`src/rtl/flappy_sfx_pkg.sv`:
```
// Shared types, note ROM and per-effect tables for the FlappyBird sound-effect sequencer.
package flappy_sfx_pkg;

  localparam int HP_W = 19;

  typedef enum logic [1:0] {
    SFX_NONE  = 2'd0,
    SFX_FLAP  = 2'd1,
    SFX_SCORE = 2'd2,
    SFX_CRASH = 2'd3
  } sfx_id_t;

  typedef enum logic [1:0] {
    ST_IDLE = 2'd0,
    ST_PLAY = 2'd1,
    ST_GAP  = 2'd2
  } sfx_state_t;

  // Flat ROM layout: flap at 0..1, score at 2..4, crash at 5..8.
  localparam logic [3:0] FLAP_BASE   = 4'd0;
  localparam logic [3:0] SCORE_BASE  = 4'd2;
  localparam logic [3:0] CRASH_BASE  = 4'd5;
  localparam logic [2:0] FLAP_COUNT  = 3'd2;
  localparam logic [2:0] SCORE_COUNT = 3'd3;
  localparam logic [2:0] CRASH_COUNT = 3'd4;

  // Note half-periods in clocks; zero marks a rest.
  function automatic logic [HP_W-1:0] note_rom(input logic [3:0] idx);
    logic [HP_W-1:0] hp;
    case (idx)
      4'd0:    hp = 19'd56818;
      4'd1:    hp = 19'd42553;
      4'd2:    hp = 19'd37908;
      4'd3:    hp = 19'd31888;
      4'd4:    hp = 19'd23889;
      4'd5:    hp = 19'd227273;
      4'd6:    hp = 19'd0;
      4'd7:    hp = 19'd340136;
      4'd8:    hp = 19'd454545;
      default: hp = 19'd0;
    endcase
    return hp;
  endfunction

  function automatic logic [3:0] fx_base(input sfx_id_t fx);
    logic [3:0] b;
    case (fx)
      SFX_FLAP:  b = FLAP_BASE;
      SFX_SCORE: b = SCORE_BASE;
      SFX_CRASH: b = CRASH_BASE;
      default:   b = 4'd0;
    endcase
    return b;
  endfunction

  function automatic logic [2:0] fx_count(input sfx_id_t fx);
    logic [2:0] n;
    case (fx)
      SFX_FLAP:  n = FLAP_COUNT;
      SFX_SCORE: n = SCORE_COUNT;
      SFX_CRASH: n = CRASH_COUNT;
      default:   n = 3'd0;
    endcase
    return n;
  endfunction

  // Highest-priority pending event: crash over score over flap.
  function automatic sfx_id_t pick_event(input logic flap, input logic score, input logic crash);
    sfx_id_t e;
    if (crash) begin
      e = SFX_CRASH;
    end else if (score) begin
      e = SFX_SCORE;
    end else if (flap) begin
      e = SFX_FLAP;
    end else begin
      e = SFX_NONE;
    end
    return e;
  endfunction

endpackage

```
`src/rtl/flappy_sfx_sequencer_tone_gen.sv`:
```
// Square-wave generator: phase counter and square flop, restarted high at every note start.
module sfx_tone_gen
  import flappy_sfx_pkg::*;
(
  input  logic            i_clk,
  input  logic            i_reset,
  input  logic            i_restart,
  input  logic            i_enable,
  input  logic [HP_W-1:0] i_hp,
  output logic            o_square
);

  logic [HP_W-1:0] r_phase;
  logic            r_square;

  // Count 0..hp-1 and toggle at the top; hold high with a cleared phase when idle, restarting or resting.
  always_ff @(posedge i_clk) begin
    if (i_reset || i_restart || !i_enable || (i_hp == {HP_W{1'b0}})) begin
      r_phase  <= {HP_W{1'b0}};
      r_square <= 1'b1;
    end else if (r_phase == (i_hp - HP_W'(1))) begin
      r_phase  <= {HP_W{1'b0}};
      r_square <= ~r_square;
    end else begin
      r_phase  <= r_phase + HP_W'(1);
      r_square <= r_square;
    end
  end

  assign o_square = r_square;

endmodule

```
`src/rtl/flappy_sfx_sequencer.sv`:
```
// Game-event sound-effect sequencer: turns flap/score/crash pulses into timed square-wave notes.
module flappy_sfx_sequencer
  import flappy_sfx_pkg::*;
#(
  parameter int          NOTE_TICKS     = 5_000_000,
  parameter int          GAP_TICKS      = 500_000,
  parameter logic [7:0]  AMPLITUDE      = 8'd192,
  parameter int          TONE_DIV_SHIFT = 0
) (
  input  logic       i_clk,
  input  logic       i_reset,
  input  logic       i_flap_evt,
  input  logic       i_score_evt,
  input  logic       i_crash_evt,
  input  logic       i_mute,
  output logic [7:0] o_sample_out,
  output logic       o_audio_en,
  output logic       o_busy
);

  localparam int DUR_MAX = (NOTE_TICKS > GAP_TICKS) ? NOTE_TICKS : GAP_TICKS;
  localparam int DUR_W   = $clog2(DUR_MAX + 1);
  localparam logic [DUR_W-1:0] NOTE_LAST = DUR_W'(NOTE_TICKS - 1);
  localparam logic [DUR_W-1:0] GAP_LAST  = DUR_W'(GAP_TICKS - 1);

  sfx_state_t       r_state;
  sfx_id_t          r_fx;
  logic [1:0]       r_note;
  logic [DUR_W-1:0] r_dur;
  logic [7:0]       r_sample;
  logic             r_audio_en;
  logic             r_busy;

  sfx_id_t          w_evt;
  logic             w_accept;
  logic             w_last_note;
  logic             w_gap_done;
  logic             w_restart;
  logic [3:0]       w_rom_idx;
  logic [HP_W-1:0]  w_hp;
  logic             w_square;
  logic             w_tone_en;

  // Event arbitration, current note lookup and note-start detection.
  always_comb begin
    w_evt       = pick_event(i_flap_evt, i_score_evt, i_crash_evt);
    w_accept    = (w_evt != SFX_NONE) && (w_evt >= r_fx);
    w_rom_idx   = fx_base(r_fx) + {2'b00, r_note};
    w_hp        = note_rom(w_rom_idx) >> TONE_DIV_SHIFT;
    w_last_note = ({1'b0, r_note} == (fx_count(r_fx) - 3'd1));
    w_gap_done  = (r_state == ST_GAP) && (r_dur == GAP_LAST);
    w_restart   = w_accept || (w_gap_done && !w_last_note);
    w_tone_en   = (r_state == ST_PLAY);
  end

  sfx_tone_gen u_tone (
    .i_clk     (i_clk),
    .i_reset   (i_reset),
    .i_restart (w_restart),
    .i_enable  (w_tone_en),
    .i_hp      (w_hp),
    .o_square  (w_square)
  );

  // Sequencer FSM with note index, duration counter and registered outputs.
  always_ff @(posedge i_clk) begin
    if (i_reset) begin
      r_state    <= ST_IDLE;
      r_fx       <= SFX_NONE;
      r_note     <= 2'd0;
      r_dur      <= {DUR_W{1'b0}};
      r_sample   <= 8'd0;
      r_audio_en <= 1'b0;
      r_busy     <= 1'b0;
    end else begin
      r_sample   <= ((r_state == ST_PLAY) && w_square && (w_hp != {HP_W{1'b0}}) && !i_mute)
                    ? AMPLITUDE : 8'd0;
      r_busy     <= (r_state != ST_IDLE);
      r_audio_en <= (r_state != ST_IDLE) && !i_mute;

      if (w_accept) begin
        r_state <= ST_PLAY;
        r_fx    <= w_evt;
        r_note  <= 2'd0;
        r_dur   <= {DUR_W{1'b0}};
      end else begin
        case (r_state)
          ST_IDLE: begin
            r_dur <= {DUR_W{1'b0}};
          end
          ST_PLAY: begin
            if (r_dur == NOTE_LAST) begin
              r_state <= ST_GAP;
              r_dur   <= {DUR_W{1'b0}};
            end else begin
              r_dur <= r_dur + DUR_W'(1);
            end
          end
          ST_GAP: begin
            if (r_dur == GAP_LAST) begin
              r_dur <= {DUR_W{1'b0}};
              if (w_last_note) begin
                r_state <= ST_IDLE;
                r_fx    <= SFX_NONE;
                r_note  <= 2'd0;
              end else begin
                r_state <= ST_PLAY;
                r_note  <= r_note + 2'd1;
              end
            end else begin
              r_dur <= r_dur + DUR_W'(1);
            end
          end
          default: begin
            r_state <= ST_IDLE;
            r_fx    <= SFX_NONE;
            r_note  <= 2'd0;
            r_dur   <= {DUR_W{1'b0}};
          end
        endcase
      end
    end
  end

  assign o_sample_out = r_sample;
  assign o_audio_en   = r_audio_en;
  assign o_busy       = r_busy;

endmodule
```
`config.mk`:
```
export PLATFORM = sky130hd
export DESIGN_NAME = flappy_sfx_sequencer
export DESIGN_NICKNAME = d
export VERILOG_FILES = /design/src/rtl/flappy_sfx_pkg.sv /design/src/rtl/flappy_sfx_sequencer_tone_gen.sv /design/src/rtl/flappy_sfx_sequencer.sv
export SDC_FILE = /design/constraint.sdc
export NUM_CORES = 1
export LEC_CHECK = 0
export BUFFER_PORTS_ARGS = -buffer_cell sky130_fd_sc_hd__buf_2
export CORE_MARGIN = 3
export CORE_UTILIZATION = 55
export CTS_CLUSTER_SIZE = 28
export DETAILED_ROUTE_END_ITERATION = 8
export GPL_TIMING_DRIVEN = 0
export PLACE_DENSITY_LB_ADDON = 0.3
export SLEW_MARGIN = 20
export SYNTH_ARGS = -nofsm -noshare
export SYNTH_HDL_FRONTEND = slang
export SYNTH_SLANG_ARGS = --single-unit
```
`constraint.sdc`:
```
create_clock -name i_clk -period 6.1 [get_ports i_clk]
set_input_delay 1.22 -clock i_clk [delete_from_list [all_inputs] [get_ports i_clk]]
set_output_delay 1.22 -clock i_clk [all_outputs]
set_load 0.005 [all_outputs]
```
==> impl_metrics.tcl, run 1 <==
set metrics [dict create \
    status "completed" \
    grt_usage 0.2398 \
    cts_resized 0 \
    hp-class "reg -> reg" \
    routedWlPerCell_um 16.14 \
    critPathMaxFanout 10 \
    grt_max_degree 18 \
    place_congestion 0.9806 \
    final-hold-violation-count 0 \
    grt_pass1_vias 3309 \
    rrSetupSlack_ns 0.48 \
    rsz0062_at_grt "no" \
    min_period_over_period 0.9207 \
    max-vdd-ir-drop_mv 0.1138 \
    drc 0 \
    highest_layer "met4" \
    skew_ns 0.01896 \
    wl_um 9509 \
    core-area_sq_um 6531 \
    endpoint_kind "flip-flop" \
    synthToLayoutAreaGrowth_pct 6.452 \
    max_slew_margin 0.5882 \
    wl_met2_um 4377 \
    r2r_end "u_tone.r_phase[10]" \
    worstPathRequired_ns 6.27 \
    ant_nets 0 \
    synth_area_leader_cell "dfxtp_1" \
    cts_max_path_buffers 2 \
    antenna_found_initial 0 \
    tritoncts "yes" \
    first_pass_iters 8 \
    r2r_cells 21 \
    cpPeakStageDelay_ns 0.56 \
    wl_met3_um 782 \
    final_util 0.6195 \
    vias 3662 \
    startpoint_type "flip-flop" \
    fin_total_pwr_mw 0.7454 \
    cts_buffers 5 \
    ys_types 67 \
    cp_slowest_cell "nor4_4" \
    setup_tns_ns 0 \
    cts.sinks 52 \
    startpoint "r_fx[0]" \
    postSynthCellCount 491 \
    rows 29 \
    die_x_um 89.14 \
    num_antenna_cells 0 \
    die_area_sq_um 7945 \
    synth_edf_count 0 \
    port_buffers 8 \
    drt-initial-drc-count 312 \
    synth.area.top_cells "dfxtp_1 27%, xor2_1 6.0%, ha_1 5.6%, nor2_1 5.3%, nor3_1 4.9%" \
    setup-violations-final 0 \
    synth_top_flop_cell "dfxtp_1" \
    crit_path_end "u_tone.r_phase[10]" \
    clk_latency_ns 0.32 \
    r2r-start "r_fx[0]" \
    syn-mean-instance-area_sq_um 7.742 \
    critPathKind "reg -> reg" \
    crit_chain "buf_6 > nand2_1 > inv_2 > buf_2 > ha_1 > inv_1 > fa_1 > a21bo_1 > buf_2 > o21ai_0 > a221oi_1 > ha_1 > clkbuf_1 > o21ai_0 > a31o_2 > a211oi_1 > mux2i_1 > nand4_1 > nor4_4 > buf_6 > nor3_1" \
    dieHeight_um 89.14 \
    stdcell_count 589 \
    ys_seq_area_frac 0.2739 \
    final_net_count 535 \
    ys_seq_elements 52 \
    clk_root_buffer_cell "clkbuf_8" \
    htreeDepth 2 \
    ctsHoldBuffers 0 \
    period_needed_ns 5.616 \
    slew_viol_final 0 \
    leakage_nw 1.474 \
    clk_pin_slew_ns 0.11 \
    placed_cells 581 \
    path_buf_inv 7 \
    post_cts_buffers 0 \
    dp_hpwl_um 7031 \
    path_depth 21 \
    ys_async_sr_fraction 0 \
    avgViaCountPerCell 6.217 \
    start_util 0.5820 \
    synth_common_cells "54 x nor2_1, 52 x dfxtp_1, 37 x nor3_1" \
    tightest_slew_ns 0.6131 \
    synth_top_cell_area_share 0.2739 \
    grt_pass1_wl_um 15200 \
    powerDensity_nw_per_um2 184.2 \
    ios 16 \
    ys_warn_count 0 \
    fmax_mhz 178.1 \
    yosysMostFrequentCell "nor2_1" \
    synth_area_sq_um 3801 \
    m1WireLength_um 4167 \
    drive_gt1_frac 0.09180 \
    arrival_ns 5.79 \
    cpLargestDelayFamily "compound AO/OA/AOI/OAI gates" \
    cap_violations 0 \
    grt_overflow 0 \
]
-- worst min-delay path by stage --
| stage | from | endpoint | cells past startpoint |
|---|---|---|---|
| finish | r_dur[0] | r_dur[0] | 1 |
| global route | u_tone.o_square | o_sample_out[6] | 2 |
| floorplan | r_dur[0] | r_dur[0] | 1 |
| CTS | r_dur[0] | r_dur[0] | 1 |
| detailed placement | r_dur[0] | r_dur[0] | 1 |
| global placement | r_dur[0] | r_dur[0] | 1 |
-- power breakdown --
part           total (mW)  switching, mW  leakage, nW  internal, mW
combinational       0.197          0.124         1.01        0.0728
clock               0.200          0.119       0.0445        0.0816
sequential          0.348        0.00366        0.420         0.345
-- routing by layer --
metal | up-vias | track usage
met2 | 152 | 0.3945
met5 | - | 0
li1 | 1806 | -
met1 | 1685 | 0.3230
met3 | 19 | 0.04055
met4 | 0 | 0.07037
-- flip-flops by register name, summed over array words and instances (netlist names) --
| signal | flops |
|---|---|
| r_dur | 23 |
| u_tone.r_phase | 19 |
| r_fx | 2 |
| r_note | 2 |
| r_state | 2 |
| o_audio_en | 1 |
| o_busy | 1 |
| o_sample_out | 1 |
| u_tone.o_square | 1 |
-- worst register-to-register path: stages (launching register included) --
cell	delay [ns]
dfxtp_1	0.38
buf_6	0.15
nand2_1	0.09
inv_2	0.09
buf_2	0.23
ha_1	0.24
inv_1	0.07
fa_1	0.46
a21bo_1	0.21
buf_2	0.21
o21ai_0	0.24
a221oi_1	0.51
ha_1	0.22
clkbuf_1	0.30
o21ai_0	0.15
a31o_2	0.28
a211oi_1	0.33
mux2i_1	0.30
nand4_1	0.16
nor4_4	0.57
buf_6	0.23
nor3_1	0.06
-- cells in the final DEF, fill, tap and decap left out, types with 6 or more instances in the layout --
cell type	instances
nand3_1	25
and3_1	10
dfxtp_1	52
nand4_1	13
nor3_1	37
o21ai_0	18
conb_1	6
xor2_1	26
buf_4	8
clkbuf_1	9
inv_1	24
buf_2	19
nor2_1	54
nor4_1	11
ha_1	17
a21oi_1	25
or3_1	6
nand2_1	30
xnor2_1	21
nor3b_1	7
-- through the flow --
| stage | hold slack, ns | area (sq um) | worst slack (ns) |
|---|---|---|---|
| after floorplan | 0.4297 | 3820 | 1.516 |
| after global placement | 0.4402 | 3956 | 0.6640 |
| after detailed placement | 0.4470 | 3956 | 0.5486 |
| after CTS | 0.4717 | 4046 | 0.5014 |
| after global routing | 0.5166 | 4046 | 0.1144 |
| final | 0.4679 | 4046 | 0.4839 |
-- cells by family after synthesis --
kind of cell               share of synthesized area
muxes                                        0.01317
buffers and inverters                        0.07077
AOI/OAI and AO/OA                             0.1761
adders and majority gates                    0.06122
xor gates and xnor gates                      0.1083
other                                      0.0009865
and+or+nand+nor                               0.2956
DFF                                           0.2739
-- area by class of cell --
| class | instances | area (sq um) |
|---|---|---|
| fill | 585 | 2485 |
| multi-input combinational | 388 | 2510 |
| sequential | 52 | 1041 |
| clock buffer | 5 | 68.82 |
| inverter | 25 | 93.84 |
| timing repair buffer | 8 | 40.04 |
| tap | 77 | 96.34 |
| buffer | 31 | 175.2 |
| clock inverter | 3 | 21.27 |
No activity file was read; power rests on OpenSTA's default activity.
==> run 2, diff against run 1 <==
PLACE_DENSITY = 0.72   (was default)
PLACE_DENSITY_LB_ADDON = default   (was 0.3)
SETUP_SLACK_MARGIN = 0.05   (was default)
clock period = 5 ns   (was 6.1 ns; I/O delays follow)
==> run 2 against run 1 <==
  * Flip-flop and latch count stayed put
  * Final cell count rose by 0.34%
  * Setup slack worse by 0.13 ns
  * Register-to-register slack got worse by 0.13 ns
  * Sequential share of layout area shrank 0.60 points
  * Critical endpoint is now u_tone.r_phase[6]
  * Hold slack improved by 0.0073 ns
  * Global-route usage up 0.62 points
  * Largest power group unchanged
  * Utilization grew 1.5 points
==> impl_metrics.tcl, run 2 (synthesis results as in run 1) <==
set metrics [dict create \
    post-place-ws_ns -0.5311 \
    routedWlPerCell_um 15.53 \
    setup-violations-final 0 \
    r2r_cells 19 \
    hold-path-cell-count 1 \
    grt_use_met3 0.03779 \
    path_buf_inv 6 \
    layout_common_cells "53 x nor2_1, 52 x dfxtp_1, 35 x nor3_1" \
    dp_hpwl_um 6913 \
    startpoint_type "flip-flop" \
    skew_ns 0.01807 \
    dieHeight_um 89.14 \
    avgViaCountPerCell 6.091 \
    grt_pass1_wl_um 15740 \
    hold_slack_ns 0.4753 \
    start_util 0.5820 \
    core-area_sq_um 6531 \
    final_util 0.6343 \
    path_common_cell "ha_1" \
    clk_latency_ns 0.31 \
    slew_viol_final 0 \
    cpLargestDelayFamily "compound AO/OA/AOI/OAI gates" \
    endpoint_kind "flip-flop" \
    die_area_sq_um 7945 \
    cp_slowest_cell "fa_2" \
    top_register "r_dur" \
    hp-class "reg -> reg" \
    worstPathRequired_ns 5.18 \
    critPathMaxFanout 10 \
    cts_buffers 5 \
    rows 29 \
    crit_chain "buf_6 > nand2_1 > inv_2 > buf_2 > ha_1 > inv_1 > fa_2 > ha_1 > clkbuf_2 > a221oi_2 > ha_4 > o21ai_0 > a31o_2 > a211o_1 > o211ai_1 > nand4_1 > nor4_4 > buf_4 > nor3_1" \
    final-hold-violation-count 0 \
    die_x_um 89.14 \
    grt_usage 0.2460 \
    wl_um 9177 \
    port_buffers 8 \
    drive_gt1_frac 0.1265 \
    top_regs "r_dur: 23 flops, u_tone.r_phase: 19 flops" \
    cts_max_path_buffers 2 \
    htreeDepth 2 \
    grt_overflow 0 \
    final_net_count 537 \
    powerDensity_nw_per_um2 223.5 \
    tritoncts "yes" \
    clk_root_buffer_cell "clkbuf_8" \
    met2_usage 0.3918 \
    ctsHoldBuffers 0 \
    leakage_nw 1.502 \
    arrival_ns 4.83 \
    layout_commonest_cell "nor2_1" \
    fmax_mhz 215.1 \
    busiest_layer "met2" \
    tightest_slew_ns 0.6470 \
    cts.sinks 52 \
    fillers 596 \
    largest_register_ffs 23 \
    num_antenna_cells 0 \
    grt_max_degree 18 \
    rsz0062_at_grt "no" \
    max-vdd-ir-drop_mv 0.1228 \
    ios 16 \
    period_needed_ns 4.648 \
    antenna_found_initial 0 \
    placedInstanceArea_sq_um 3956 \
    post-route-cell-area_sq_um 4143 \
    first_pass_iters 5 \
    critPathKind "reg -> reg" \
    gr-usage-met1 0.3386 \
    vias 3600 \
    status "completed" \
    place_congestion 0.9511 \
    synthToLayoutAreaGrowth_pct 8.986 \
    drt-initial-drc-count 278 \
    setup_tns_ns 0 \
    fin_ws_ns 0.3517 \
    max_slew_margin 0.5575 \
    drc 0 \
    cpPeakStageDelay_ns 0.51 \
    min_period_over_period 0.9297 \
    cap_violations 0 \
    grt_pass1_vias 3399 \
    ant_nets 0 \
    clk_pin_slew_ns 0.10 \
    path_depth 19 \
]
-- run 2: cell types whose count changed in the layout (fill, tap and decap cells not counted), moves of 2 or more --
cell and delta:
ha_1 -3, nor3_2 +2, o32ai_1 -2, buf_4 +3, o32ai_2 +2, nor3_1 -2, clkbuf_2 +2, clkbuf_1 -3
ha_2 +2
-- run 2: path summary, 6_finish.rpt --
| check | from | endpoint | slack (ns) |
|---|---|---|---|
| setup / recovery | r_fx[0] | u_tone.r_phase[6] | 0.35 |
| hold reg to reg | r_dur[0] | r_dur[0] | 0.48 |
| hold / removal | r_dur[0] | r_dur[0] | 0.48 |
| setup reg to reg | r_fx[0] | u_tone.r_phase[6] | 0.35 |
-- run 2: metal layers --
layer  up-vias  routed length (um)  share of wire
li1       1799                   -              -
met1      1647                4327           0.47
met2       129                4095           0.45
met3        25                 513          0.056
met4         0                 240          0.026
met5         -                   0              0
-- run 2: metrics by stage --
step | power (mW) | cells
after detailed placement | 0.6681 | 581
after floorplan | 0.6162 | 496
after global routing | 0.9783 | 591
after CTS | 0.9125 | 590
after global placement | 0.6635 | 581
final | 0.9258 | 591
-- run 2: area by class of cell --
cell class / count / area, sq um / area share
Sequential cell: 52 / 1041 / 0.2513
Buffer: 30 / 176.4 / 0.04259
Timing Repair Buffer: 11 / 62.56 / 0.01510
Clock buffer: 5 / 68.82 / 0.01661
Multi-Input combinational cell: 388 / 2582 / 0.6234
Inverter: 25 / 93.84 / 0.02265
Tap cell: 77 / 96.34 / 0.02326
Clock inverter: 3 / 21.27 / 0.005134
-- run 2: what timing repair did --
| item | CTS | global route |
|---|---|---|
| pin swaps | 1 | 3 |
| gates resized for setup | 3 | 17 |
| endpoints found under the setup margin | 20 | 20 |
| setup buffers | 2 | 1 |
-- run 2: worst register-to-register path, cell delays in order (launching register included) --
cell,delay (ns)
dfxtp_1,0.37
buf_6,0.14
nand2_1,0.08
inv_2,0.11
buf_2,0.23
ha_1,0.22
inv_1,0.06
fa_2,0.51
ha_1,0.26
clkbuf_2,0.22
a221oi_2,0.41
ha_4,0.24
o21ai_0,0.10
a31o_2,0.26
a211o_1,0.27
o211ai_1,0.25
nand4_1,0.17
nor4_4,0.33
buf_4,0.22
nor3_1,0.06
-- run 2: where the power goes --
part / switching [mW] / total [mW] / internal, mW
registers: 0.00456 / 0.425 / 0.421
logic: 0.156 / 0.255 / 0.0989
clock network: 0.146 / 0.245 / 0.0997
total: 0.307 / 0.926 / 0.619
==> run 3, diff against run 2 <==
BUFFER_PORTS_ARGS = default   (was -buffer_cell sky130_fd_sc_hd__buf_2)
DONT_BUFFER_PORTS = 1   (was default)
PLACE_DENSITY = 0.7   (was 0.72)
==> run 3 against run 2 <==
  * Maximum frequency is 0.69% lower
  * Critical path depth stayed put
  * Largest cell class unchanged
  * First-iteration DRC count is 11% lower
  * Power is 1.4% lower
  * Non-clock buffer count is 8 lower
  * Highest routed layer unchanged
  * Setup slack worse by 0.032 ns
  * Utilization is 0.61 points lower
  * Global-route usage is 0.71 points higher
  * Routed wire length is 5.4% higher
  * Final area is 0.97% lower
  * Sequential power hardly changed
==> impl_metrics.tcl, run 3 (synthesis results as in run 1) <==
set metrics [dict create \
    status "completed" \
    critPathKind "reg -> reg" \
    avgViaCountPerCell 6.198 \
    startpoint_type "flip-flop" \
    fmax_mhz 213.6 \
    grt_max_degree 16 \
    antenna_found_initial 0 \
    ant_nets 0 \
    vias 3607 \
    placedInstanceArea_sq_um 3916 \
    min_period_over_period 0.9362 \
    r2r_cells 19 \
    largest_register_ffs 23 \
    hp-class "reg -> reg" \
    placed_cells 573 \
    cts.sinks 52 \
    dp_hpwl_um 7178 \
    slew_viol_final 0 \
    tightest_slew_ns 0.6643 \
    max_slew_margin 0.5457 \
    grt_usage 0.2532 \
    dieHeight_um 89.14 \
    grt_overflow 0 \
    top_register "r_dur" \
    drc 0 \
    critPathMaxFanout 10 \
    r2r-start "r_fx[0]" \
    skew_ns 0.01027 \
    routedWlPerCell_um 16.62 \
    drive_gt1_frac 0.1089 \
    fillers 593 \
    port_buffers 0 \
    rrSetupSlack_ns 0.32 \
    grt_pass1_vias 3292 \
    layout_commonest_cell "nor2_1" \
    first_pass_iters 5 \
    worstPathRequired_ns 5.19 \
    crit_path_end "u_tone.r_phase[2]" \
    die_area_sq_um 7945 \
    top_regs "r_dur: 23 flops, u_tone.r_phase: 19 flops" \
    synthToLayoutAreaGrowth_pct 7.933 \
    r2r_end "u_tone.r_phase[2]" \
    stdcell_count 582 \
    layout_common_cells "53 x nor2_1, 52 x dfxtp_1, 35 x nor3_1" \
    max-vdd-ir-drop_mv 0.1599 \
    num_antenna_cells 0 \
    htreeDepth 2 \
    leakage_nw 1.459 \
    setup_tns_ns 0 \
    start_util 0.5820 \
    place_congestion 0.9433 \
    cts_max_path_buffers 2 \
    clk_latency_ns 0.31 \
    fin_total_pwr_mw 0.9128 \
    clk_root_buffer_cell "clkbuf_8" \
    rows 29 \
    wl_um 9672 \
    endpoint_kind "flip-flop" \
    core-area_sq_um 6531 \
    ios 16 \
    tritoncts "yes" \
    final_net_count 529 \
    ctsHoldBuffers 0 \
    clk_pin_slew_ns 0.09 \
    startpoint "r_fx[0]" \
    drt-initial-drc-count 247 \
    cap_violations 0 \
    grt_pass1_wl_um 15900 \
    period_needed_ns 4.681 \
    die_x_um 89.14 \
    rsz0062_at_grt "no" \
    final-hold-violation-count 0 \
    setup-violations-final 0 \
    cts_buffers 5 \
    post-route-cell-area_sq_um 4103 \
    arrival_ns 4.87 \
    powerDensity_nw_per_um2 222.5 \
]
## run 3: cell type report
cell class	count	area [sq um]	share of cell area
buffer	30	177.7	0.04331
inverter	25	93.84	0.02287
tap	77	96.34	0.02348
timing repair buffer	3	22.52	0.005489
multi-input combinational	388	2590	0.6313
sequential	52	1041	0.2537
clock buffer	5	68.82	0.01677
clock inverter	2	12.51	0.003050
## run 3: per-stage QoR
step / util / hold WS, ns / setup WS [ns]
floorplan: - / 0.4297 / 0.4160
global placement: 0.5996 / 0.4397 / -0.4281
detailed placement: 0.5996 / 0.4525 / -0.5988
finish: 0.6282 / 0.4671 / 0.3192
global route: 0.6282 / 0.4926 / 0.09464
CTS: 0.6171 / 0.4749 / 0.07867
## run 3: worst max-delay path, stage by stage (launching register included)
cell	delay, ns
dfxtp_1	0.37
buf_6	0.15
nand2_1	0.08
inv_2	0.10
buf_2	0.22
ha_1	0.23
inv_1	0.07
fa_2	0.51
ha_1	0.25
clkbuf_2	0.23
a221oi_4	0.39
ha_4	0.24
o21ai_0	0.09
a31o_2	0.26
a211o_1	0.28
nor3b_1	0.25
a2bb2oi_1	0.17
nor4_4	0.39
buf_4	0.21
nor3_1	0.05
## run 3: timing repair
item | in CTS | in global routing
endpoints found under the setup margin | 20 | 20
pin swaps | 2 | 2
resized for setup | 3 | 17
buffers inserted | 3 | 0
## run 3: per-layer routing
metal,wire length [um],global-route usage,share of wire
met2,4375,0.4019,0.45
met3,571,0.04608,0.059
met4,202,0.08390,0.021
met5,0,0,0
met1,4522,0.3470,0.47
## run 3: how the worst min path moves through the flow
| stage | start | to | slack [ns] | cells past startpoint |
|---|---|---|---|---|
| after floorplan | r_dur[0] | r_dur[0] | 0.43 | 1 |
| after global placement | r_dur[0] | r_dur[0] | 0.44 | 1 |
| after detailed placement | r_dur[0] | r_dur[0] | 0.45 | 1 |
| after CTS | r_dur[0] | r_dur[0] | 0.47 | 1 |
| after global routing | r_dur[0] | r_dur[0] | 0.49 | 1 |
| final | r_dur[0] | r_dur[0] | 0.47 | 1 |
## run 3: power breakdown
| group | internal, mW | switching [mW] | total [mW] | leakage, nW |
|---|---|---|---|---|
| sequential | 0.421 | 0.00490 | 0.425 | 0.420 |
| clock | 0.0950 | 0.138 | 0.233 | 0.0400 |
| combinational | 0.0970 | 0.157 | 0.254 | 0.999 |
